## config.mk

```make
export PLATFORM = sky130hd
export DESIGN_NAME = spi_regfile
export DESIGN_NICKNAME = d
export VERILOG_FILES = /design/src/rtl/spi_regfile_pkg.sv /design/src/rtl/regfile_mem.sv /design/src/rtl/spi_regfile.sv
export SDC_FILE = /design/constraint.sdc
export NUM_CORES = 1
export LEC_CHECK = 0
export CAP_MARGIN = 20
export CORE_ASPECT_RATIO = 0.9
export CORE_UTILIZATION = 61
export CTS_BUF_LIST = sky130_fd_sc_hd__clkbuf_16
export DETAILED_ROUTE_END_ITERATION = 6
export GPL_ROUTABILITY_DRIVEN = 0
export PLACE_DENSITY = 0.91
export SYNTH_ARGS = -nofsm -noshare
export SYNTH_HDL_FRONTEND = slang
export SYNTH_SLANG_ARGS = --single-unit
```

## constraint.sdc

```tcl
create_clock -name clk -period 3.5 [get_ports clk]
set_input_delay 0.7 -clock clk [delete_from_list [all_inputs] [get_ports clk]]
set_output_delay 0.7 -clock clk [all_outputs]
set_load 0.02 [all_outputs]
```

## src/rtl/spi_regfile_pkg.sv

```systemverilog
// Shared opcodes, FSM states and status-byte helper for the SPI register file.
package spi_regfile_pkg;

    localparam logic [7:0] OP_WRITE  = 8'h01;
    localparam logic [7:0] OP_READ   = 8'h02;
    localparam logic [7:0] OP_STATUS = 8'h03;

    localparam logic [2:0] STATUS_RSVD = 3'b000;

    typedef enum logic [2:0] {
        S_OP,
        S_WADDR,
        S_WDATA,
        S_RADDR,
        S_RDATA,
        S_DRAIN
    } state_t;

    function automatic logic [7:0] status_byte(input logic badop, input logic [3:0] version);
        return {badop, STATUS_RSVD, version};
    endfunction

endpackage

```

## src/rtl/regfile_mem.sv

```systemverilog
// NREGS x 8 register storage: one synchronous write port, one combinational read port,
// register 0 exported separately.
module regfile_mem #(
    parameter int unsigned NREGS = 16,
    parameter int unsigned AW    = $clog2(NREGS)
) (
    input  logic          clk,
    input  logic          reset,
    input  logic          we,
    input  logic [AW-1:0] waddr,
    input  logic [7:0]    wdata,
    input  logic [AW-1:0] raddr,
    output logic [7:0]    rdata,
    output logic [7:0]    reg0
);

    logic [7:0] mem_q [NREGS];

    always_ff @(posedge clk or negedge reset) begin
        if (!reset) begin
            for (int i = 0; i < int'(NREGS); i++) begin
                mem_q[i] <= 8'h00;
            end
        end else if (we) begin
            mem_q[waddr] <= wdata;
        end
    end

    assign rdata = mem_q[raddr];
    assign reg0  = mem_q[0];

endmodule

```

## src/rtl/spi_regfile.sv

```systemverilog
// Byte-level command processor behind spi_device: addressed register file with write,
// auto-incrementing read and a status query; one reply byte per received byte.
module spi_regfile
    import spi_regfile_pkg::*;
#(
    parameter int unsigned NREGS   = 16,
    parameter logic [3:0]  VERSION = 4'h1
) (
    input  logic       clk,
    input  logic       reset,
    input  logic       sel,
    input  logic       recv__ready,
    output logic       recv__ack,
    input  logic [7:0] cmd,
    output logic       sent__ready,
    input  logic       sent__ack,
    output logic [7:0] reply,
    output logic [7:0] ctrl,
    output logic       badop
);

    localparam int unsigned AW = $clog2(NREGS);

    state_t        state_q, state_d;
    logic [AW-1:0] ptr_q, ptr_d;
    logic [7:0]    reply_q, reply_d;
    logic          recv_ack_q, recv_ack_d;
    logic          sent_ready_q, sent_ready_d;
    logic          badop_q, badop_d;

    logic          we;
    logic [AW-1:0] raddr;
    logic [AW-1:0] addr;
    logic [7:0]    rdata;

    assign addr = cmd[AW-1:0];

    regfile_mem #(
        .NREGS (NREGS),
        .AW    (AW)
    ) u_mem (
        .clk   (clk),
        .reset (reset),
        .we    (we),
        .waddr (ptr_q),
        .wdata (cmd),
        .raddr (raddr),
        .rdata (rdata),
        .reg0  (ctrl)
    );

    always_comb begin
        state_d      = state_q;
        ptr_d        = ptr_q;
        reply_d      = reply_q;
        recv_ack_d   = recv_ack_q;
        sent_ready_d = sent_ready_q;
        badop_d      = badop_q;
        we           = 1'b0;
        raddr        = ptr_q;

        if (recv_ack_q && !recv__ready) begin
            recv_ack_d = 1'b0;
        end else if (sent_ready_q) begin
            sent_ready_d = !sent__ack;
        end else if (recv__ready && !recv_ack_q) begin
            recv_ack_d = 1'b1;
            // A byte arriving as the frame ends is acked but never executed.
            if (sel) begin
                sent_ready_d = 1'b1;
                unique case (state_q)
                    S_OP: begin
                        reply_d = status_byte(badop_q, VERSION);
                        case (cmd)
                            OP_WRITE:  state_d = S_WADDR;
                            OP_READ:   state_d = S_RADDR;
                            OP_STATUS: begin
                                badop_d = 1'b0;
                                state_d = S_DRAIN;
                            end
                            default: begin
                                badop_d = 1'b1;
                                state_d = S_DRAIN;
                            end
                        endcase
                    end
                    S_WADDR: begin
                        ptr_d   = addr;
                        reply_d = 8'h00;
                        state_d = S_WDATA;
                    end
                    S_WDATA: begin
                        we      = 1'b1;
                        reply_d = cmd;
                        ptr_d   = ptr_q + AW'(1);
                    end
                    S_RADDR: begin
                        raddr   = addr;
                        reply_d = rdata;
                        ptr_d   = addr + AW'(1);
                        state_d = S_RDATA;
                    end
                    S_RDATA: begin
                        reply_d = rdata;
                        ptr_d   = ptr_q + AW'(1);
                    end
                    S_DRAIN: reply_d = 8'h00;
                    default: state_d = S_OP;
                endcase
            end
        end

        if (!sel) begin
            state_d      = S_OP;
            sent_ready_d = 1'b0;
        end
    end

    always_ff @(posedge clk or negedge reset) begin
        if (!reset) begin
            state_q      <= S_OP;
            ptr_q        <= '0;
            reply_q      <= 8'h00;
            recv_ack_q   <= 1'b0;
            sent_ready_q <= 1'b0;
            badop_q      <= 1'b0;
        end else begin
            state_q      <= state_d;
            ptr_q        <= ptr_d;
            reply_q      <= reply_d;
            recv_ack_q   <= recv_ack_d;
            sent_ready_q <= sent_ready_d;
            badop_q      <= badop_d;
        end
    end

    assign recv__ack   = recv_ack_q;
    assign sent__ready = sent_ready_q;
    assign reply       = reply_q;
    assign badop       = badop_q;

endmodule
```

==> reports/results.ini, run 1 <==
[synthesis]
synthFlopType=dfrtp_1
post_synth.cell_area_avg_um2=11.1
synthSimpleGateAreaFrac=0.108
synth_cell_types=65
synth_fp_nets=697
synth.area.mux_share=0.228
synthXorXnorAreaFrac=0.00233
seq_area_frac_synth=0.485
synth-adder-area-share=0.00499
ys_seq_elements=146
synth-edff-count=0
synth_area_mm2=0.00753
async_flop_share=1.00
synth_top_family_by_area=multiplexers
synth_compound_area_frac=0.131
syn_inst=681
synth_warnings=0

[run]
cap_violations=0

[cells_and_area]
final_common_cell=dfrtp_1
drive_gt1_frac=0.290
fin_nets=744
final_cell_mix=dfrtp_1 (146), mux2_2 (117), nand3_1 (51)
design_area_mm2=0.00879
syn_to_final_growth_pct=16.8
n_antenna_cell=0
fin_cells=901
multiInputGateArea_mm2=0.00357
seq_area_mm2=0.00365
n_fill_cell=764

[setup_path]
critPathCapture=reply[7]
crit_cells=10
reg2reg_depth=7
crit_path_top_delay_cell=clkdlybuf4s50_1
crit_family=compound AO/OA/AOI/OAI gates
slowest_delay_ns=0.49
cp_max_fo=11
path_buf_inv=3
critical_path.cell_chain=clkdlybuf4s50_1 > inv_1 > ha_1 > and4bb_2 > buf_4 > nand2_1 > a311oi_1 > a32oi_1 > a41oi_1 > a21bo_2
r2r-start=ptr_q[1]
r2r_end=reply[2]
critPathArrivalTime_ns=3.54
startpoint_type=primary input
required_ns=3.83
crit_path_end_kind=flip-flop
path_class=primary input to flip-flop
startpoint=recv__ready
r2r_slack_ns=0.56

[place]
portBuffers=31
hpwlAfterDp_um=14200
dp.cells=869
postPlaceCellArea_mm2=0.00820

[outcome]
violations=DRC
status=finished with violations

[sta]
max_freq_ghz=0.311
rsz0062_at_grt=no
drv_slew=0
setup_viol=0
period_share=0.918
hold_violations=0
worst_slew_pin_slew_ns=0.916
setup-tns-final_ns=0
finalClockSkew_ns=0.0118
period_needed_ns=3.21
slew_headroom=0.389
hold_ws_ns=0.346

[floorplan]
fp.dieW_um=119
die_h_um=107
core-area_mm2=0.0120
ios=32
row_count=38
initial_core_util=0.626
die-area_mm2=0.0128

[cts]
clkSinkCount=146
cts.repair.resized=0
cts_setup_buffers=0
clk-insertion-delay-late_ns=0.44
cts_hold_buf=0
cts_tree=built
htree_levels=4
root_buffer=clkbuf_16
clockBufferDepth=2
numCtsBuffers=17
path_clk_slew_ns=0.07

[global_route]
grt.overflow.total=0
grt_usage=0.375
grt_pass1_wl_um=35700
grt_max_degree=99
antenna_found_initial=0
grt_pass1_vias=6542

[routing]
vias_per_cell=7.15
drtIter0Drc=1109
ant_nets=0
drt-wirelength-per-cell_um=24.8
route.detailed.drc=24
vias=6444
drt_wl_total_um=22400
dr.pass1.iters=7

[hold_path]
hold_path_class=primary input to asynchronous set/reset pin

[power_and_ir_drop]
p_per_area_mw_per_mm2=605
ir_worst_vdd_uv=382
p_leak_uw=0.00410

## metrics by stage
stage	util	setup slack (ns)	total power [uW]
floorplan	-	0.750	2790
global placement	0.682	0.134	3320
detailed placement	0.682	0.0668	3380
CTS	0.731	0.446	5240
global route	0.731	0.205	5460
finish	0.731	0.286	5320
## final cells by class
type / instances / area share
clock buffers: 17 / 0.0484
clock inverters: 15 / 0.0189
inverters: 13 / 0.00555
multi-input cells: 467 / 0.406
flip-flops and latches: 146 / 0.416
well taps: 160 / 0.0228
repair buffers: 83 / 0.0827
## synth_stat cells (3+ instances only)
master	n	area share
a211oi_1	4	0.0040
a21boi_0	3	0.0030
a21oi_1	25	0.017
a221o_1	6	0.0080
a22oi_1	6	0.0060
a311oi_1	4	0.0047
a31oi_1	8	0.0066
a32o_1	6	0.0080
a32oi_1	4	0.0047
and3_1	8	0.0066
buf_1	3	0.0015
buf_2	6	0.0040
buf_4	10	0.010
clkbuf_1	35	0.017
dfrtp_1	146	0.49
ha_1	3	0.0050
inv_1	10	0.0050
mux2_2	117	0.18
mux2_4	7	0.014
mux2i_1	27	0.036
nand2_1	43	0.021
nand3_1	51	0.034
nand4_1	8	0.0066
nor2_1	19	0.0095
nor2_2	3	0.0025
nor2b_1	3	0.0025
nor3_1	5	0.0033
o211ai_1	6	0.0060
o21ai_0	49	0.033
o31ai_1	4	0.0040
or3_1	4	0.0033
or4_1	3	0.0030
## sequential cells by signal, indices dropped and copies added (netlist names)
name,count
u_mem.mem_q,120
ptr_q,4
state_q,3
badop,1
u_mem.reg0,8
reply,8
sent__ready,1
recv__ack,1
## how the worst min path moves through the flow
stage / startpoint / end / slack (ns)
finish: reset / u_mem.mem_q[104] / 0.35
global route: reset / u_mem.mem_q[104] / 0.43
detailed placement: u_mem.mem_q[104] / u_mem.mem_q[104] / 0.49
floorplan: reset / badop / 0.40
global placement: u_mem.mem_q[88] / u_mem.mem_q[88] / 0.46
CTS: reset / u_mem.mem_q[100] / 0.40
## logic make-up after synthesis
family                   after synthesis
AO/OA/AOI/OAI                        149
XOR/XNOR                               2
adder cells (fa/ha/maj)                3
buffers and inverters                 68
flip-flops                           146
multiplexers                         152
AND/OR/NAND/NOR                      161
## power by group
part	switching, uW	total (uW)	internal [uW]
clock	746	1860	1120
combinational	925	1510	580
sequential	179	1950	1770
## routing by layer
metal  share of wire  up-vias  wire length, um  track usage
met4           0.058        0             1300        0.204
li1                -     2613                -            -
met5               0        -                0            0
met1            0.37     3134             8350        0.488
met2            0.45      552            10000        0.563
met3            0.12      145             2710        0.116
Note: power is estimated with default switching activity, not from simulation.
==> inputs of run 2 (changes only) <==
- CORE_ASPECT_RATIO: 0.9 -> not set
==> reports/results.ini, run 2 (same netlist as run 1, synthesis figures left out) <==
[routing]
ant_nets=0
vias_per_cell=7.13
dr.pass1.iters=7
vias=6285
drtIter0Drc=822
drt_wl_total_um=21600
drt-wirelength-per-cell_um=24.5
route.detailed.drc=2

[setup_path]
crit_cells=10
crit_path_end_kind=flip-flop
startpoint_type=primary input
path_buf_inv=3
required_ns=3.77
path_class=primary input to flip-flop
crit_path_top_delay_cell=and4bb_2
crit_family=compound AO/OA/AOI/OAI gates
slowest_delay_ns=0.52
cp_max_fo=15
reg2reg_depth=5
critical_path.cell_chain=clkdlybuf4s50_1 > inv_1 > ha_1 > and4bb_2 > nand3_1 > buf_4 > a311oi_1 > a22oi_1 > a22oi_1 > o211ai_1
cp_common_cell=a22oi_1
critPathArrivalTime_ns=3.43

[global_route]
antenna_found_initial=0
grt_max_degree=88
grt_pass1_vias=6446
grt_usage=0.359
grt_pass1_wl_um=34400
grt.overflow.total=0

[sta]
max_freq_ghz=0.316
setup_viol=0
rsz0062_at_grt=no
finalClockSkew_ns=0.00744
worst_slew_pin_slew_ns=0.657
period_needed_ns=3.16
period_share=0.904
slew_headroom=0.560
hold_violations=0
setup-tns-final_ns=0
drv_slew=0
setup_slack_ns=0.337

[power_and_ir_drop]
ir_worst_vdd_uv=451
switching_power_uw=1830
p_per_area_mw_per_mm2=599
seq_power_share=0.373
p_leak_uw=0.00405
power.share.switching=0.351
power.share.combinational=0.286
intPower_uw=3390
p_clk_frac=0.341

[cts]
cts.repair.resized=0
htree_levels=4
clk-insertion-delay-late_ns=0.43
cts_setup_buffers=0
clockBufferDepth=2
cts_hold_buf=0
numCtsBuffers=17
path_clk_slew_ns=0.06
root_buffer=clkbuf_16
cts_tree=built
clkSinkCount=146

[outcome]
violations=DRC
status=finished with violations

[cells_and_area]
n_antenna_cell=0
final_cell_mix=dfrtp_1 (146), mux2_2 (117), nand3_1 (51)
fin_nets=738
drive_gt1_frac=0.283
syn_to_final_growth_pct=15.8
final_common_cell=dfrtp_1
largest_reg_flops=120
regMostFlops=u_mem.mem_q

[place]
pre_cts_ws_ns=0.0765
portBuffers=31
hpwlAfterDp_um=13800

[floorplan]
row_count=40
fp.dieW_um=113
ios=32
die_h_um=113
core-area_mm2=0.0120
initial_core_util=0.627
die-area_mm2=0.0128

[run]
cap_violations=0

[hold_path]
hold_path_class=primary input to asynchronous set/reset pin

## run 2: cell types whose count changed in the layout (fill, tap and decap cells not counted)
cell        delta
buf_4          -7
clkinv_2       -2
clkinvlp_4     +2
buf_12         +1
bufinv_16      -1
clkinv_1       +1
clkinv_4       +1
inv_1          -1
inv_6          -1
## run 2: stage by stage
step	hold WS, ns	total power (uW)	cells	instance area, um2	utilization
final	0.237	5220	881	8720	0.726
after global routing	0.283	5370	881	8720	0.726
after CTS	0.257	5150	881	8720	0.726
after detailed placement	0.474	3380	850	8150	0.679
after global placement	0.463	3320	850	8150	0.679
after floorplan	0.404	2790	681	7530	-
## run 2: layout make-up
type	instances	area, um2
inverter	13	48.8
fill	795	3290
timing repair buffer	77	694
tap	147	184
clock inverter	14	141
clock buffer	17	425
sequential	146	3650
multi-input combinational	467	3570
## run 2: metal layers
metal	share of wire	wire length [um]	global-route usage	vias up
met5	0	0	0	-
met2	0.46	9930	0.544	481
met3	0.11	2300	0.100	127
li1	-	-	-	2606
met1	0.37	8020	0.453	3071
met4	0.064	1380	0.239	0
## run 2: worst reg2reg max path, stage by stage (launching register included)
cell     delay, ns
dfrtp_1       0.75
inv_2         0.21
or3_1         0.43
or4_1         0.52
or3_1         0.57
mux2_4        0.38
## run 2: final timing paths
check	from	to	slack [ns]
hold / removal	reset	u_mem.mem_q[81]	0.24
setup reg to reg	state_q[1]	u_mem.mem_q[89]	0.54
max in group asynchronous	reset	u_mem.mem_q[42]	2.40
setup / recovery	recv__ready	reply[6]	0.34
min in group clk	u_mem.mem_q[88]	u_mem.mem_q[88]	0.49
hold reg to reg	u_mem.mem_q[88]	u_mem.mem_q[88]	0.49
## run 2: power by group through the flow
stage	sequential, uW	clock [uW]	combinational [uW]
2_1_floorplan	1930	0	860
3_3_place_gp	1950	0	1370
3_5_place_dp	1960	0	1420
4_1_cts	1930	1780	1450
5_1_grt	1950	1860	1570
6_report	1950	1780	1490
==> inputs of run 3 (changes only) <==
- CORE_UTILIZATION: 61 -> 44
- PLACE_DENSITY: 0.91 -> 0.72
- REMOVE_ABC_BUFFERS: not set -> 1
- clock period: 3.5 -> 3.96 ns (I/O delays scaled with it)
==> reports/results.ini, run 3 (same netlist as run 1, synthesis figures left out) <==
[outcome]
status=finished with violations
violations=DRC

[setup_path]
path_class=primary input to flip-flop
critPathArrivalTime_ns=3.83
slowest_delay_ns=0.50
startpoint_type=primary input
critical_path.cell_chain=clkdlybuf4s50_1 > inv_1 > ha_1 > nand4bb_1 > buf_4 > o21ai_1 > nand2_1 > mux4_2 > and2_0 > a211o_1
startpoint=recv__ready
required_ns=4.27
cp_max_fo=8
r2r-start=state_q[1]
crit_path_end_kind=flip-flop
critPathCapture=reply[0]
reg2reg_depth=5
crit_path_top_delay_cell=clkdlybuf4s50_1
r2r_end=u_mem.mem_q[29]
r2r_slack_ns=0.68

[global_route]
grt_pass1_wl_um=34700
grt_usage=0.257
antenna_found_initial=0
grt_max_degree=86
grt.overflow.total=0
grt_pass1_vias=6173

[routing]
ant_nets=0
drt-wirelength-per-cell_um=22.7
drt_wl_total_um=21300
vias_per_cell=6.39
dr.pass1.iters=7
drtIter0Drc=655
route.detailed.drc=1
vias=6024

[cts]
path_clk_slew_ns=0.06
clk-insertion-delay-late_ns=0.44
cts_hold_buf=0
clkSinkCount=146
cts_setup_buffers=0
clockBufferDepth=2
cts_tree=built
numCtsBuffers=17
htree_levels=4
cts.repair.resized=0
root_buffer=clkbuf_16

[cells_and_area]
regMostFlops=u_mem.mem_q
fin_nets=725
final_common_cell=dfrtp_1
drive_gt1_frac=0.273
largest_reg_flops=120
postLayoutCoreUtil=0.520
n_antenna_cell=0
seq_area_mm2=0.00365
multiInputGateArea_mm2=0.00357
syn_to_final_growth_pct=14.9
fin_cells=942
final_cell_mix=dfrtp_1 (146), mux2_2 (117), nand3_1 (51)
n_fill_cell=1403

[floorplan]
die_h_um=133
ios=32
initial_core_util=0.452
die-area_mm2=0.0176
fp.dieW_um=133
core-area_mm2=0.0166
row_count=47

[sta]
rsz0062_at_grt=no
finalClockSkew_ns=0.00749
setup_viol=0
max_freq_ghz=0.284
hold_violations=0
drv_slew=0
slew_headroom=0.440
worst_slew_pin_slew_ns=0.832
period_needed_ns=3.52
period_share=0.888

[power_and_ir_drop]
ir_worst_vdd_uv=359
p_leak_uw=0.00397
p_per_area_mw_per_mm2=512

[place]
dp.cells=909
portBuffers=31
hpwlAfterDp_um=14200

[hold_path]
hold_path_class=primary input to asynchronous set/reset pin

[run]
cap_violations=0

[run 3: how the worst min path moves through the flow]
stage	endpoint	depth (start not counted)
4_1_cts	u_mem.mem_q[31]	1
5_1_grt	u_mem.mem_q[3]	1
6_report	u_mem.mem_q[3]	1
3_5_place_dp	u_mem.mem_q[112]	2
3_3_place_gp	u_mem.mem_q[112]	2
2_1_floorplan	u_mem.mem_q[88]	2
[run 3: worst max-delay path: cells and delay by family]
family / cells / cell delay [ns]
muxes: 1 / 0.49
AOI/OAI and AO/OA: 2 / 0.66
and+or+nand+nor: 3 / 0.82
buffers and inverters: 3 / 0.84
adders and majority gates: 1 / 0.23
[run 3: per-stage QoR]
stage               setup TNS, ns  worst slack (ns)  cell area [um2]  power, uW  hold slack, ns
detailed placement              0             0.106             8120       2960           0.475
global placement                0             0.196             8120       2930           0.468
floorplan                   -8.60             -1.23             7270       2410           0.444
global route                    0             0.391             8650       4590           0.458
CTS                             0             0.513             8650       4400           0.447
finish                          0             0.445             8650       4430           0.401
[run 3: power by group]
part	switching, uW	internal [uW]	leakage (uW)
Combinational	789	463	0.00169
Clock	654	791	0.000263
Sequential	165	1570	0.00202
Total	1610	2820	0.00397
[run 3: final cells by class]
type / instances / share of cell area
clock inverter: 15 / 0.0113
clock buffer: 17 / 0.0492
multi-input combinational: 467 / 0.413
tap: 220 / 0.0318
timing repair buffer: 64 / 0.0672
sequential: 146 / 0.422
inverter: 13 / 0.00564
[run 3: metal layers]
layer	share of wire	routed length, um	vias to the layer above	track usage
met5	0	0	-	0
met4	0.047	1010	0	0.151
met3	0.083	1760	84	0.0655
met2	0.46	9850	331	0.393
met1	0.41	8730	3025	0.331
li1	-	-	2584	-
